<file path="config.mk">
export PLATFORM = sky130hd
export DESIGN_NAME = pc_sequencer_flat
export DESIGN_NICKNAME = d
export VERILOG_FILES = /design/src/rtl/pc_sequencer_if.sv /design/src/rtl/pc_sequencer.sv /design/src/flat_wrapper.sv
export SDC_FILE = /design/constraint.sdc
export NUM_CORES = 1
export LEC_CHECK = 0
export CAP_MARGIN = 5
export CORE_UTILIZATION = 40
export DETAILED_ROUTE_END_ITERATION = 8
export GPL_TIMING_DRIVEN = 0
export HOLD_SLACK_MARGIN = 0.1
export PLACE_DENSITY = 0.81
export SLEW_MARGIN = 10
export SYNTH_ARGS = -nofsm -noshare
export SYNTH_HDL_FRONTEND = slang
export SYNTH_SLANG_ARGS = --single-unit
</file>
<file path="constraint.sdc">
create_clock -name clk -period 1.96 [get_ports clk]
set_input_delay 0.196 -clock clk [delete_from_list [all_inputs] [get_ports clk]]
set_output_delay 0.196 -clock clk [all_outputs]
set_load 0.05 [all_outputs]
</file>
<file path="src/rtl/pc_sequencer_if.sv">
// Fetch-control bus between the decode/branch logic and the PC sequencer.
// The master drives redirect requests and the slave reports PC and fetch status.
interface pc_sequencer_if #(
    parameter int CNT_W = 16
);
    logic [1:0]       jbout;
    logic             instr_valid;
    logic [31:0]      br_target;
    logic [31:0]      j_target;
    logic [31:0]      jr_target;
    logic             stall;
    logic             halt;
    logic [31:0]      pc;
    logic             fetch_valid;
    logic             flush;
    logic [31:0]      link_addr;
    logic             halted;
    logic [CNT_W-1:0] redirect_cnt;

    modport master (
        output jbout, instr_valid, br_target, j_target, jr_target, stall, halt,
        input  pc, fetch_valid, flush, link_addr, halted, redirect_cnt
    );

    modport slave (
        input  jbout, instr_valid, br_target, j_target, jr_target, stall, halt,
        output pc, fetch_valid, flush, link_addr, halted, redirect_cnt
    );
endinterface

</file>
<file path="src/rtl/pc_sequencer.sv">
// Next-PC sequencer for the fetch stage: sequential advance, redirects with a
// programmable flush window, stall and halt, link capture and a redirect counter.
module pc_sequencer #(
    parameter logic [31:0] RESET_PC     = 32'h0000_0000,
    parameter int          FLUSH_CYCLES = 1,
    parameter int          CNT_W        = 16
) (
    input logic           clk,
    input logic           reset_n,
    pc_sequencer_if.slave bus
);

    typedef enum logic [1:0] {
        S_RUN   = 2'd0,
        S_FLUSH = 2'd1,
        S_HALT  = 2'd2
    } state_e;

    localparam logic [2:0] FLUSH_LD = 3'(FLUSH_CYCLES);

    state_e           state_q, state_d;
    logic [31:0]      pc_q, pc_d;
    logic [31:0]      link_q, link_d;
    logic [CNT_W-1:0] cnt_q, cnt_d;
    logic [2:0]       fcnt_q, fcnt_d;
    logic [31:0]      target;

    function automatic logic [CNT_W-1:0] sat_inc(input logic [CNT_W-1:0] v);
        if (&v) begin
            return v;
        end
        return v + CNT_W'(1);
    endfunction

    always_ff @(posedge clk) begin
        assert (FLUSH_CYCLES >= 1 && FLUSH_CYCLES <= 7)
        else $error("pc_sequencer: FLUSH_CYCLES=%0d outside 1..7", FLUSH_CYCLES);
    end

    always_ff @(posedge clk) begin
        if (!reset_n) begin
            state_q <= S_RUN;
            pc_q    <= RESET_PC;
            link_q  <= 32'h0;
            cnt_q   <= '0;
            fcnt_q  <= 3'd0;
        end else begin
            state_q <= state_d;
            pc_q    <= pc_d;
            link_q  <= link_d;
            cnt_q   <= cnt_d;
            fcnt_q  <= fcnt_d;
        end
    end

    always_comb begin
        case (bus.jbout)
            2'b01:   target = bus.br_target;
            2'b10:   target = bus.j_target;
            default: target = bus.jr_target;
        endcase
    end

    always_comb begin
        state_d = state_q;
        pc_d    = pc_q;
        link_d  = link_q;
        cnt_d   = cnt_q;
        fcnt_d  = fcnt_q;
        case (state_q)
            S_RUN: begin
                if (bus.halt) begin
                    state_d = S_HALT;
                end else if (bus.stall) begin
                    state_d = S_RUN;
                end else if (bus.instr_valid && bus.jbout != 2'b00) begin
                    pc_d    = {target[31:2], 2'b00};
                    link_d  = pc_q;
                    cnt_d   = sat_inc(cnt_q);
                    fcnt_d  = FLUSH_LD;
                    state_d = S_FLUSH;
                end else begin
                    pc_d = pc_q + 32'd4;
                end
            end
            S_FLUSH: begin
                if (bus.halt) begin
                    state_d = S_HALT;
                end else if (bus.stall) begin
                    state_d = S_FLUSH;
                end else if (fcnt_q == 3'd1) begin
                    state_d = S_RUN;
                end else begin
                    fcnt_d = fcnt_q - 3'd1;
                end
            end
            // HALT is left only through reset
            S_HALT:  state_d = S_HALT;
            default: state_d = S_RUN;
        endcase
    end

    always_comb begin
        bus.fetch_valid  = (state_q == S_RUN) && !bus.stall;
        bus.flush        = (state_q == S_FLUSH);
        bus.halted       = (state_q == S_HALT);
        bus.pc           = pc_q;
        bus.link_addr    = link_q;
        bus.redirect_cnt = cnt_q;
    end

endmodule

</file>
<file path="src/flat_wrapper.sv">
// flat-port wrapper written by rule: the top's interface ports become plain ports
module pc_sequencer_flat 
#(
    parameter logic [31:0] RESET_PC     = 32'h0000_0000,
    parameter int          FLUSH_CYCLES = 1,
    parameter int          CNT_W        = 16
)
  (clk, reset_n, bus_jbout, bus_instr_valid, bus_br_target, bus_j_target, bus_jr_target, bus_stall, bus_halt, bus_pc, bus_fetch_valid, bus_flush, bus_link_addr, bus_halted, bus_redirect_cnt);
  pc_sequencer_if #(.CNT_W(CNT_W)) bus_i ();
  input logic clk;
  input logic reset_n;
  input wire logic [$bits(bus_i.jbout)-1:0] bus_jbout;
  input wire logic [$bits(bus_i.instr_valid)-1:0] bus_instr_valid;
  input wire logic [$bits(bus_i.br_target)-1:0] bus_br_target;
  input wire logic [$bits(bus_i.j_target)-1:0] bus_j_target;
  input wire logic [$bits(bus_i.jr_target)-1:0] bus_jr_target;
  input wire logic [$bits(bus_i.stall)-1:0] bus_stall;
  input wire logic [$bits(bus_i.halt)-1:0] bus_halt;
  output wire logic [$bits(bus_i.pc)-1:0] bus_pc;
  output wire logic [$bits(bus_i.fetch_valid)-1:0] bus_fetch_valid;
  output wire logic [$bits(bus_i.flush)-1:0] bus_flush;
  output wire logic [$bits(bus_i.link_addr)-1:0] bus_link_addr;
  output wire logic [$bits(bus_i.halted)-1:0] bus_halted;
  output wire logic [$bits(bus_i.redirect_cnt)-1:0] bus_redirect_cnt;
  assign bus_i.jbout = bus_jbout;
  assign bus_i.instr_valid = bus_instr_valid;
  assign bus_i.br_target = bus_br_target;
  assign bus_i.j_target = bus_j_target;
  assign bus_i.jr_target = bus_jr_target;
  assign bus_i.stall = bus_stall;
  assign bus_i.halt = bus_halt;
  assign bus_pc = bus_i.pc;
  assign bus_fetch_valid = bus_i.fetch_valid;
  assign bus_flush = bus_i.flush;
  assign bus_link_addr = bus_i.link_addr;
  assign bus_halted = bus_i.halted;
  assign bus_redirect_cnt = bus_i.redirect_cnt;
  pc_sequencer #(.RESET_PC(RESET_PC), .FLUSH_CYCLES(FLUSH_CYCLES), .CNT_W(CNT_W)) u_core (.clk(clk), .reset_n(reset_n), .bus(bus_i));
endmodule
</file>
=== After elaboration in Yosys (flattened, before gate mapping) ===
Index checks and enable logic that the tools add are counted.

* Reductions and logical operators: 12
* Add/subtract/negate cells: 3
* Equal/unequal tests: 14
* Bitwise logic cells: 2
* Muxes and demuxes: 22

{| class="wikitable"
|+ Operators by type and width
! cell !! count
|-
| $pmux W32 S2 || 1
|-
| $add A32 B3 Y32 const B || 1
|-
| $mux W32 || 1
|-
| $mux W3 || 6
|-
| $add A16 B1 Y16 const B || 1
|-
| $mux W16 || 1
|-
| $reduce_and A16 Y1 || 1
|-
| $mux W2 || 6
|-
| $ne A2 B2 Y1 const B || 6
|-
| $ne A4 B3 Y1 const B || 2
|-
| $reduce_and A7 Y1 || 1
|-
| $pmux W2 S3 || 1
|-
| $pmux W3 S2 || 1
|-
| $mux W1 || 5
|-
| $reduce_and A5 Y1 || 1
|-
| $eq A2 B1 Y1 const B || 2
|-
| $eq A2 B2 Y1 const B || 2
|-
| $reduce_and A4 Y1 || 1
|-
| $reduce_bool A2 Y1 || 2
|-
| $eq A3 B1 Y1 const B || 1
|-
| $reduce_and A3 Y1 || 1
|-
| $sub A3 B1 Y3 const B || 1
|-
| $logic_and A1 B1 Y1 || 2
|-
| $logic_not A2 Y1 || 1
|-
| other kinds (4) || 5
|}

* Output and inout bits: 83
* Bits in registers: 85
* Input port bits: 103
* Logic and storage cells: 58

=== Longest topological paths before layout ===
Gate-level depths: netlist of run 1.

* Depth in word-level cells: 8
* Depth in mapped cells: 9
* Gate-level depth less buffers: 7

=== Least setup slack after synthesis of run 1 ===
OpenSTA, ideal clock, no wires.

* Path type: reg-to-reg
* From: register u_core.pc_q[2] (netlist: u_core.bus.pc[2])
* To: register u_core.pc_q[30] (netlist: u_core.bus.pc[30])
* Data required time: 1,886 ps
* Setup time: 74 ps
* Slack: -406 ps
* Period minus slack after synthesis: 2,366 ps
* Path buffers: 0
* Cell stages (with the launch flop): 7
* Arrival time: 2,292 ps
* Cell sequence: dfxtp_1 > ha_1 > nand4_1 > nor4_1 > nand4_1 > or4_1 > a31oi_1

* Longest elaborated chain between the ends: 2

{| class="wikitable"
|+ RTL lines
! element !! RTL line !! source
|-
| start, declared || pc_sequencer.sv:22 || <nowiki>logic [31:0] pc_q, pc_d;</nowiki>
|-
| start signal, assigned || pc_sequencer.sv:49 || <nowiki>pc_q <= pc_d;</nowiki>
|-
| $add A32 B3 Y32 || pc_sequencer.sv:83 || <nowiki>pc_d = pc_q + 32'd4;</nowiki>
|-
| $mux W32 || pc_sequencer.sv:76 || <nowiki>end else if (bus.instr_valid && bus.jbout != 2'b00) begin</nowiki>
|}

No other way between the ends.
A chain may end at the register's enable or synchronous reset.

=== Worst setup path in the final report of run 1 ===
* From: register u_core.pc_q[2] (netlist: u_core.bus.pc[2])
* To: register u_core.pc_q[28] (netlist: u_core.bus.pc[28])

Same word-level chain as after synthesis.

==> results of run 1 <==
-- worst paths after layout --
path | start | to | depth (start not counted)
hold reg to reg | u_core.bus.link_addr[20]$_SDFFE_PN0P_ | u_core.bus.link_addr[20]$_SDFFE_PN0P_ | 2
hold / removal | bus_halt | u_core.state_q[0]$_SDFFE_PN0P_ | 2
setup / recovery | u_core.bus.pc[2]$_SDFFE_PN0P_ | u_core.bus.pc[28]$_SDFFE_PN0P_ | 6
setup reg to reg | u_core.bus.pc[2]$_SDFFE_PN0P_ | u_core.bus.pc[28]$_SDFFE_PN0P_ | 6
-- timing repair --
action | in CTS | in global routing
buffers inserted | 13 | 7
setup endpoints to repair | 81 | 71
pin swaps | 8 | 10
gates resized for setup | 62 | 56
-- synth_stat cells (4+ instances only) --
cell       n
dfxtp_1   81
nand2_1   90
and4_1     5
xnor2_1   12
nor2b_1    5
and3_1     6
nand3_1   21
nor2_1    57
buf_4      5
a31oi_1    7
buf_1      5
inv_1      9
ha_1       7
o21a_1     5
nand4_1   13
o21ai_0   31
nor4_1     6
or3_1      4
a22oi_1   33
a211oi_1  17
a21oi_1   75
and2_1     6
o211ai_1   6
nor3_1    17
clkbuf_1  41
-- power breakdown --
part	switching [mW]	internal, mW	total [mW]
clock network	0.706	1.06	1.76
logic	0.559	0.422	0.981
registers	0.0627	1.68	1.75
-- layer usage --
layer  vias up  share of wire
li1       2646              -
met1      2642           0.41
met2       321           0.47
met3        48          0.090
met4         0          0.027
met5         -              0
-- flip-flops by register name, summed over array words and instances (netlist names) --
signal	cells
u_core.bus.pc	30
u_core.bus.redirect_cnt	16
u_core.fcnt_q	3
u_core.bus.link_addr	30
u_core.state_q	2
-- cell families after synthesis --
family	synth area share
XOR/XNOR	0.0247
AND/OR/NAND/NOR	0.264
adder cells (fa/ha/maj)	0.0190
buffers and inverters	0.0594
multiplexers	0.00651
other	0.000813
AO/OA/AOI/OAI	0.274
flip-flops	0.352
-- cell type report --
type,count,share of cell area
Inverter,10,0.00514
Clock inverter,4,0.00685
Buffer,51,0.0409
Clock buffer,12,0.0351
Sequential cell,81,0.228
Multi-Input combinational cell,476,0.401
Tap cell,140,0.0240
Timing Repair Buffer,194,0.259
-- stage by stage --
step / cells / utilization / power, mW / TNS, ps
2_1_floorplan: 622 / - / 2.24 / -6.68
3_3_place_gp: 936 / 0.597 / 2.66 / -47130
3_5_place_dp: 936 / 0.597 / 2.67 / -50560
4_1_cts: 962 / 0.645 / 4.43 / -60.1
5_1_grt: 968 / 0.663 / 4.62 / -444
6_report: 968 / 0.663 / 4.49 / -54.1
==> impl_metrics.prom, run 1 <==
# TYPE chip_impl_metric gauge
chip_impl_metric{name="fp.coreArea",unit="µm²"} 11000
chip_impl_metric{name="power_leakage",unit="nW"} 2.56
chip_impl_metric{name="grt.total_usage",unit=""} 0.304
chip_impl_metric{name="cp.buffers_inverters",unit=""} 0
chip_impl_metric{name="worst_skew_pair.late_latency",unit="ps"} 340
chip_impl_info{name="synth_top_cells_by_area",value="dfxtp_1 35%, a21oi_1 8.1%, nand2_1 7.3%"} 1
chip_impl_metric{name="fraction_of_final_layout_cells_sized_beyond_drive_strength_1",unit=""} 0.168
chip_impl_metric{name="dp.final_hpwl",unit="µm"} 13500
chip_impl_metric{name="synth-seq-area-share",unit=""} 0.352
chip_impl_info{name="most-common-layout-cells",value="169 x clkdlybuf4s50_1, 90 x nand2_1, 72 x a21oi_1"} 1
chip_impl_metric{name="antenna-diode-count",unit=""} 0
chip_impl_metric{name="worst-slew-pin-transition",unit="ps"} 732
chip_impl_info{name="timing.setup.critical_path_class",value="reg2reg"} 1
chip_impl_metric{name="post-route-worst-setup-slack",unit="ps"} -34.7
chip_impl_metric{name="detail_route.drc_violations",unit=""} 0
chip_impl_metric{name="setup.reg_to_reg.worst_slack",unit="ps"} -30
chip_impl_metric{name="area_growth",unit="%"} 58.4
chip_impl_metric{name="gpl.final_weighted_congestion",unit=""} 0.956
chip_impl_metric{name="max_freq",unit="MHz"} 501
chip_impl_metric{name="clock_tree.buffer_depth",unit=""} 2
chip_impl_info{name="crit_path_cell_trace",value="ha_4, nand4_1, nor4_2, nand4_1, or4_4, a31oi_2"} 1
chip_impl_info{name="cts_root_buffer",value="clkbuf_16"} 1
chip_impl_metric{name="detail_route.wl_per_cell",unit="µm"} 19.1
chip_impl_metric{name="irDropWorstVdd",unit="mV"} 0.364
chip_impl_metric{name="grt_pass1_vias",unit=""} 5240
chip_impl_info{name="dominantRegCellSynth",value="dfxtp_1"} 1
chip_impl_info{name="min-delay-path-class",value="in2reg"} 1
chip_impl_info{name="synthDominantAreaCellType",value="dfxtp_1"} 1
chip_impl_metric{name="maxCapViolCount",unit=""} 0
chip_impl_metric{name="die_width",unit="µm"} 109
chip_impl_metric{name="design_area_final",unit="µm²"} 7310
chip_impl_metric{name="initial_antenna_violation_count",unit=""} 0
chip_impl_metric{name="worst_slew_margin_rel",unit=""} 0.512
chip_impl_info{name="global_route_hottest_layer",value="met2"} 1
chip_impl_metric{name="timing.clock.skew",unit="ps"} 5.76
chip_impl_info{name="unrepaired_setup_endpoints_after_global_routing",value="yes"} 1
chip_impl_info{name="end_kind",value="flip-flop"} 1
chip_impl_metric{name="floorplan.die_area",unit="µm²"} 12000
chip_impl_metric{name="cts_sink_count",unit=""} 81
chip_impl_metric{name="globalRoute.totalOverflow",unit=""} 0
chip_impl_metric{name="postSynth.asyncResetShare",unit=""} 0
chip_impl_metric{name="final_max_slew_viol_count",unit=""} 0
chip_impl_info{name="run_status",value="finished with violations"} 1
chip_impl_metric{name="route.detailed.vias_per_inst",unit=""} 5.84
chip_impl_metric{name="distinct_cells_synth",unit=""} 61
chip_impl_metric{name="grt_max_degree",unit=""} 14
chip_impl_metric{name="cts_hold_buffers",unit=""} 0
chip_impl_metric{name="crit_fanout",unit=""} 6
chip_impl_metric{name="clk_pin_slew_worst_paths",unit="ps"} 60
chip_impl_metric{name="gr-usage-met3",unit=""} 0.0504
chip_impl_metric{name="critical_path.max_stage_delay",unit="ps"} 480
chip_impl_metric{name="nets",unit=""} 933
chip_impl_metric{name="multi_input_comb_area",unit="µm²"} 2930
chip_impl_metric{name="floorplan.initialDensity",unit=""} 0.418
chip_impl_metric{name="placedInstanceArea",unit="µm²"} 6590
chip_impl_info{name="cp_top_family",value="simple AND/OR/NAND/NOR gates"} 1
chip_impl_metric{name="fillers",unit=""} 986
chip_impl_metric{name="netlist.area_leader.share",unit=""} 0.352
chip_impl_metric{name="detail_route.wirelength",unit="µm"} 18500
chip_impl_metric{name="vias",unit=""} 5657
chip_impl_metric{name="post_synth_instance_area",unit="µm²"} 4610
chip_impl_metric{name="height_of_the_chip",unit="µm"} 109
chip_impl_info{name="cts_tree",value="done"} 1
chip_impl_metric{name="ioPinCount",unit=""} 186
chip_impl_info{name="worst_path_most_repeated_cell",value="nand4_1"} 1
chip_impl_metric{name="finalSetupViolCount",unit=""} 2
chip_impl_metric{name="place_worst_setup_slack",unit="ps"} -946
chip_impl_info{name="violated_checks",value="negative setup slack"} 1
chip_impl_metric{name="drt_first_pass_iters",unit=""} 7
chip_impl_metric{name="yosys_warnings",unit=""} 0
chip_impl_metric{name="crit_required",unit="ps"} 2210
chip_impl_info{name="critical-path-slowest-cell",value="or4_4"} 1
chip_impl_metric{name="grt_util_met2",unit=""} 0.501
chip_impl_metric{name="count_of_state_elements_after_synthesis",unit=""} 81
chip_impl_metric{name="avgSynthCellArea",unit="µm²"} 7.45
chip_impl_metric{name="post-route-period-util",unit=""} 1.02
chip_impl_metric{name="cts_max_level",unit=""} 3
chip_impl_metric{name="ant_nets",unit=""} 0
chip_impl_metric{name="drt_iter0_markers",unit=""} 675
chip_impl_metric{name="groute.layer.met1.usage",unit=""} 0.400
chip_impl_info{name="commonest_non_fill_non_tap_cell_in_the_layout",value="clkdlybuf4s50_1"} 1
chip_impl_metric{name="global_route_wire_length_before_repair",unit="µm"} 27500
chip_impl_metric{name="power_density",unit="nW/µm²"} 614
chip_impl_metric{name="min_period",unit="ps"} 1990
chip_impl_metric{name="port_buffers",unit=""} 174
chip_impl_metric{name="area.sequential",unit="µm²"} 1670
chip_impl_metric{name="critPathArrivalTime",unit="ps"} 2250
chip_impl_metric{name="postSynthCellCount",unit=""} 619
chip_impl_metric{name="report.final.hold_viol_count",unit=""} 0
chip_impl_info{name="crit_path_start_kind",value="flip-flop"} 1
chip_impl_metric{name="fp-row-count",unit=""} 38
chip_impl_metric{name="synth-edff-count",unit=""} 0
chip_impl_metric{name="fin_worst_hold_slack",unit="ps"} 311
chip_impl_metric{name="cts_made_buffers",unit=""} 9
No activity file was read; power rests on OpenSTA's default activity.
==> run 2, diff against run 1 <==
--- a/config.mk
+++ b/config.mk
@@ -10,7 +10,7 @@
 export DETAILED_ROUTE_END_ITERATION = 8
 export GPL_TIMING_DRIVEN = 0
 export HOLD_SLACK_MARGIN = 0.1
-export PLACE_DENSITY = 0.81
+export PLACE_DENSITY = 0.86
 export SLEW_MARGIN = 10
 export SYNTH_ARGS = -nofsm -noshare
 export SYNTH_HDL_FRONTEND = slang
==> impl_metrics.prom, run 2 (synthesis gave the netlist of run 1 again) <==
# TYPE chip_impl_metric gauge
chip_impl_metric{name="design_area_final",unit="µm²"} 7270
chip_impl_metric{name="detail_route.wl_per_cell",unit="µm"} 18.9
chip_impl_metric{name="antenna-diode-count",unit=""} 0
chip_impl_info{name="violated_checks",value="negative setup slack"} 1
chip_impl_metric{name="cts_hold_buffers",unit=""} 0
chip_impl_metric{name="fin_worst_hold_slack",unit="ps"} 321
chip_impl_metric{name="total_switching_power",unit="mW"} 1.36
chip_impl_metric{name="power",unit="mW"} 4.46
chip_impl_metric{name="vias",unit=""} 5800
chip_impl_metric{name="timing.clock.skew",unit="ps"} 11.9
chip_impl_metric{name="max_freq",unit="MHz"} 492
chip_impl_metric{name="multi_input_comb_area",unit="µm²"} 2900
chip_impl_metric{name="detail_route.drc_violations",unit=""} 0
chip_impl_metric{name="gpl.final_weighted_congestion",unit=""} 0.963
chip_impl_metric{name="cts_made_buffers",unit=""} 9
chip_impl_info{name="cts_tree",value="done"} 1
chip_impl_info{name="crit_path_start_kind",value="flip-flop"} 1
chip_impl_metric{name="grt_pass1_vias",unit=""} 5315
chip_impl_metric{name="grt.total_usage",unit=""} 0.302
chip_impl_metric{name="post-route-worst-setup-slack",unit="ps"} -72.0
chip_impl_info{name="cts_root_buffer",value="clkbuf_16"} 1
chip_impl_metric{name="clk_pin_slew_worst_paths",unit="ps"} 70
chip_impl_info{name="crit_path_cell_trace",value="or4_4, or3_4, nor3_4, and4_1, nor3_1"} 1
chip_impl_metric{name="nets",unit=""} 933
chip_impl_metric{name="power_leakage",unit="nW"} 2.54
chip_impl_metric{name="fp.coreArea",unit="µm²"} 11000
chip_impl_metric{name="clock_tree.buffer_depth",unit=""} 2
chip_impl_metric{name="floorplan.die_area",unit="µm²"} 12000
chip_impl_metric{name="critical_path.max_stage_delay",unit="ps"} 590
chip_impl_info{name="commonest_non_fill_non_tap_cell_in_the_layout",value="clkdlybuf4s50_1"} 1
chip_impl_metric{name="drt_first_pass_iters",unit=""} 5
chip_impl_info{name="min-delay-path-class",value="in2reg"} 1
chip_impl_metric{name="place_worst_setup_slack",unit="ps"} -915
chip_impl_metric{name="globalRoute.totalOverflow",unit=""} 0
chip_impl_metric{name="irDropWorstVdd",unit="mV"} 0.425
chip_impl_metric{name="worst_slew_margin_rel",unit=""} 0.552
chip_impl_metric{name="fillers",unit=""} 905
chip_impl_metric{name="fraction_of_final_layout_cells_sized_beyond_drive_strength_1",unit=""} 0.164
chip_impl_metric{name="place_inst",unit=""} 936
chip_impl_metric{name="final_max_slew_viol_count",unit=""} 0
chip_impl_info{name="unrepaired_setup_endpoints_after_global_routing",value="yes"} 1
chip_impl_metric{name="crit_required",unit="ps"} 2160
chip_impl_metric{name="placedInstanceArea",unit="µm²"} 6590
chip_impl_info{name="run_status",value="finished with violations"} 1
chip_impl_metric{name="intPower",unit="mW"} 3.10
chip_impl_metric{name="worst_skew_pair.late_latency",unit="ps"} 350
chip_impl_metric{name="share_clk_of_total_power",unit=""} 0.388
chip_impl_metric{name="area_growth",unit="%"} 57.5
chip_impl_metric{name="ioPinCount",unit=""} 186
chip_impl_metric{name="post_layout_nonfiller_instances",unit=""} 968
chip_impl_metric{name="finalSetupViolCount",unit=""} 18
chip_impl_metric{name="cp.buffers_inverters",unit=""} 0
chip_impl_metric{name="detail_route.wirelength",unit="µm"} 18300
chip_impl_metric{name="cts_sink_count",unit=""} 81
chip_impl_metric{name="power_density",unit="nW/µm²"} 614
chip_impl_metric{name="post-route-period-util",unit=""} 1.04
chip_impl_info{name="end_kind",value="flip-flop"} 1
chip_impl_metric{name="seqPwrFrac",unit=""} 0.391
chip_impl_metric{name="sw_frac_of_total",unit=""} 0.305
chip_impl_metric{name="maxCapViolCount",unit=""} 0
chip_impl_metric{name="initial_antenna_violation_count",unit=""} 0
chip_impl_metric{name="die_width",unit="µm"} 109
chip_impl_metric{name="worst-slew-pin-transition",unit="ps"} 673
chip_impl_metric{name="area.sequential",unit="µm²"} 1670
chip_impl_metric{name="global_route_wire_length_before_repair",unit="µm"} 27500
chip_impl_metric{name="drt_iter0_markers",unit=""} 799
chip_impl_metric{name="ant_nets",unit=""} 0
chip_impl_info{name="critical-path-slowest-cell",value="or4_4"} 1
chip_impl_info{name="most-common-layout-cells",value="169 x clkdlybuf4s50_1, 90 x nand2_1, 72 x a21oi_1"} 1
chip_impl_metric{name="cts_max_level",unit=""} 3
chip_impl_metric{name="min_period",unit="ps"} 2030
chip_impl_metric{name="fp-row-count",unit=""} 38
chip_impl_metric{name="port_buffers",unit=""} 174
chip_impl_metric{name="floorplan.initialDensity",unit=""} 0.418
chip_impl_metric{name="crit_fanout",unit=""} 4
chip_impl_info{name="timing.setup.critical_path_class",value="reg2reg"} 1
chip_impl_metric{name="height_of_the_chip",unit="µm"} 109
chip_impl_metric{name="dp.final_hpwl",unit="µm"} 12900
chip_impl_metric{name="report.final.hold_viol_count",unit=""} 0
chip_impl_info{name="cp_top_family",value="simple AND/OR/NAND/NOR gates"} 1
chip_impl_metric{name="route.detailed.vias_per_inst",unit=""} 5.99
chip_impl_metric{name="finalSetupTns",unit="ps"} -445
chip_impl_metric{name="combPwrFrac",unit=""} 0.221
chip_impl_metric{name="critPathArrivalTime",unit="ps"} 2230
chip_impl_metric{name="post-route-util",unit=""} 0.659
chip_impl_metric{name="grt_max_degree",unit=""} 16
run 2: power by group through the flow:
stage | Sequential (mW) | Combinational [mW] | Clock, mW
2_1_floorplan | 1.87 | 0.370 | 0
3_3_place_gp | 1.78 | 0.881 | 0
3_5_place_dp | 1.78 | 0.888 | 0
4_1_cts | 1.74 | 0.908 | 1.73
5_1_grt | 1.75 | 1.04 | 1.79
6_report | 1.74 | 0.986 | 1.73
run 2: routing by layer:
metal,routed length [µm],vias to the layer above,GRT usage
met5,0,-,0
met4,672,0,0.130
met3,2040,68,0.0729
met2,8420,386,0.491
met1,7130,2687,0.381
li1,-,2659,-
run 2: timing repair:
item,in CTS,in global routing
gates resized for setup,53,58
gates cloned,0,0
setup buffers,8,13
pin swaps,8,13
endpoints found under the setup margin,81,71
run 2: worst paths after layout:
kind,from,end,slack [ps],cells past startpoint
min,bus_halt,u_core.state_q[0]$_SDFFE_PN0P_,320,2
max,u_core.state_q[1]$_SDFFE_PN0P_,u_core.bus.redirect_cnt[14]$_SDFFE_PN0P_,-70,5
min reg2reg,u_core.bus.link_addr[9]$_SDFFE_PN0P_,u_core.bus.link_addr[9]$_SDFFE_PN0P_,450,2
max reg2reg,u_core.state_q[1]$_SDFFE_PN0P_,u_core.bus.redirect_cnt[14]$_SDFFE_PN0P_,-70,5
run 2: final cells by class:
cell class                      count  area share
Multi-Input combinational cell    476       0.400
Clock buffer                       10      0.0315
Tap cell                          140      0.0241
Buffer                             50      0.0398
Inverter                           10     0.00517
Sequential cell                    81       0.229
Timing Repair Buffer              195       0.262
Clock inverter                      6     0.00913
run 2: worst register-to-register path, stage by stage, from the launching register on:
cell	delay, ps
dfxtp_4	360
or4_4	590
or3_4	450
nor3_4	240
and4_1	210
nor3_1	40
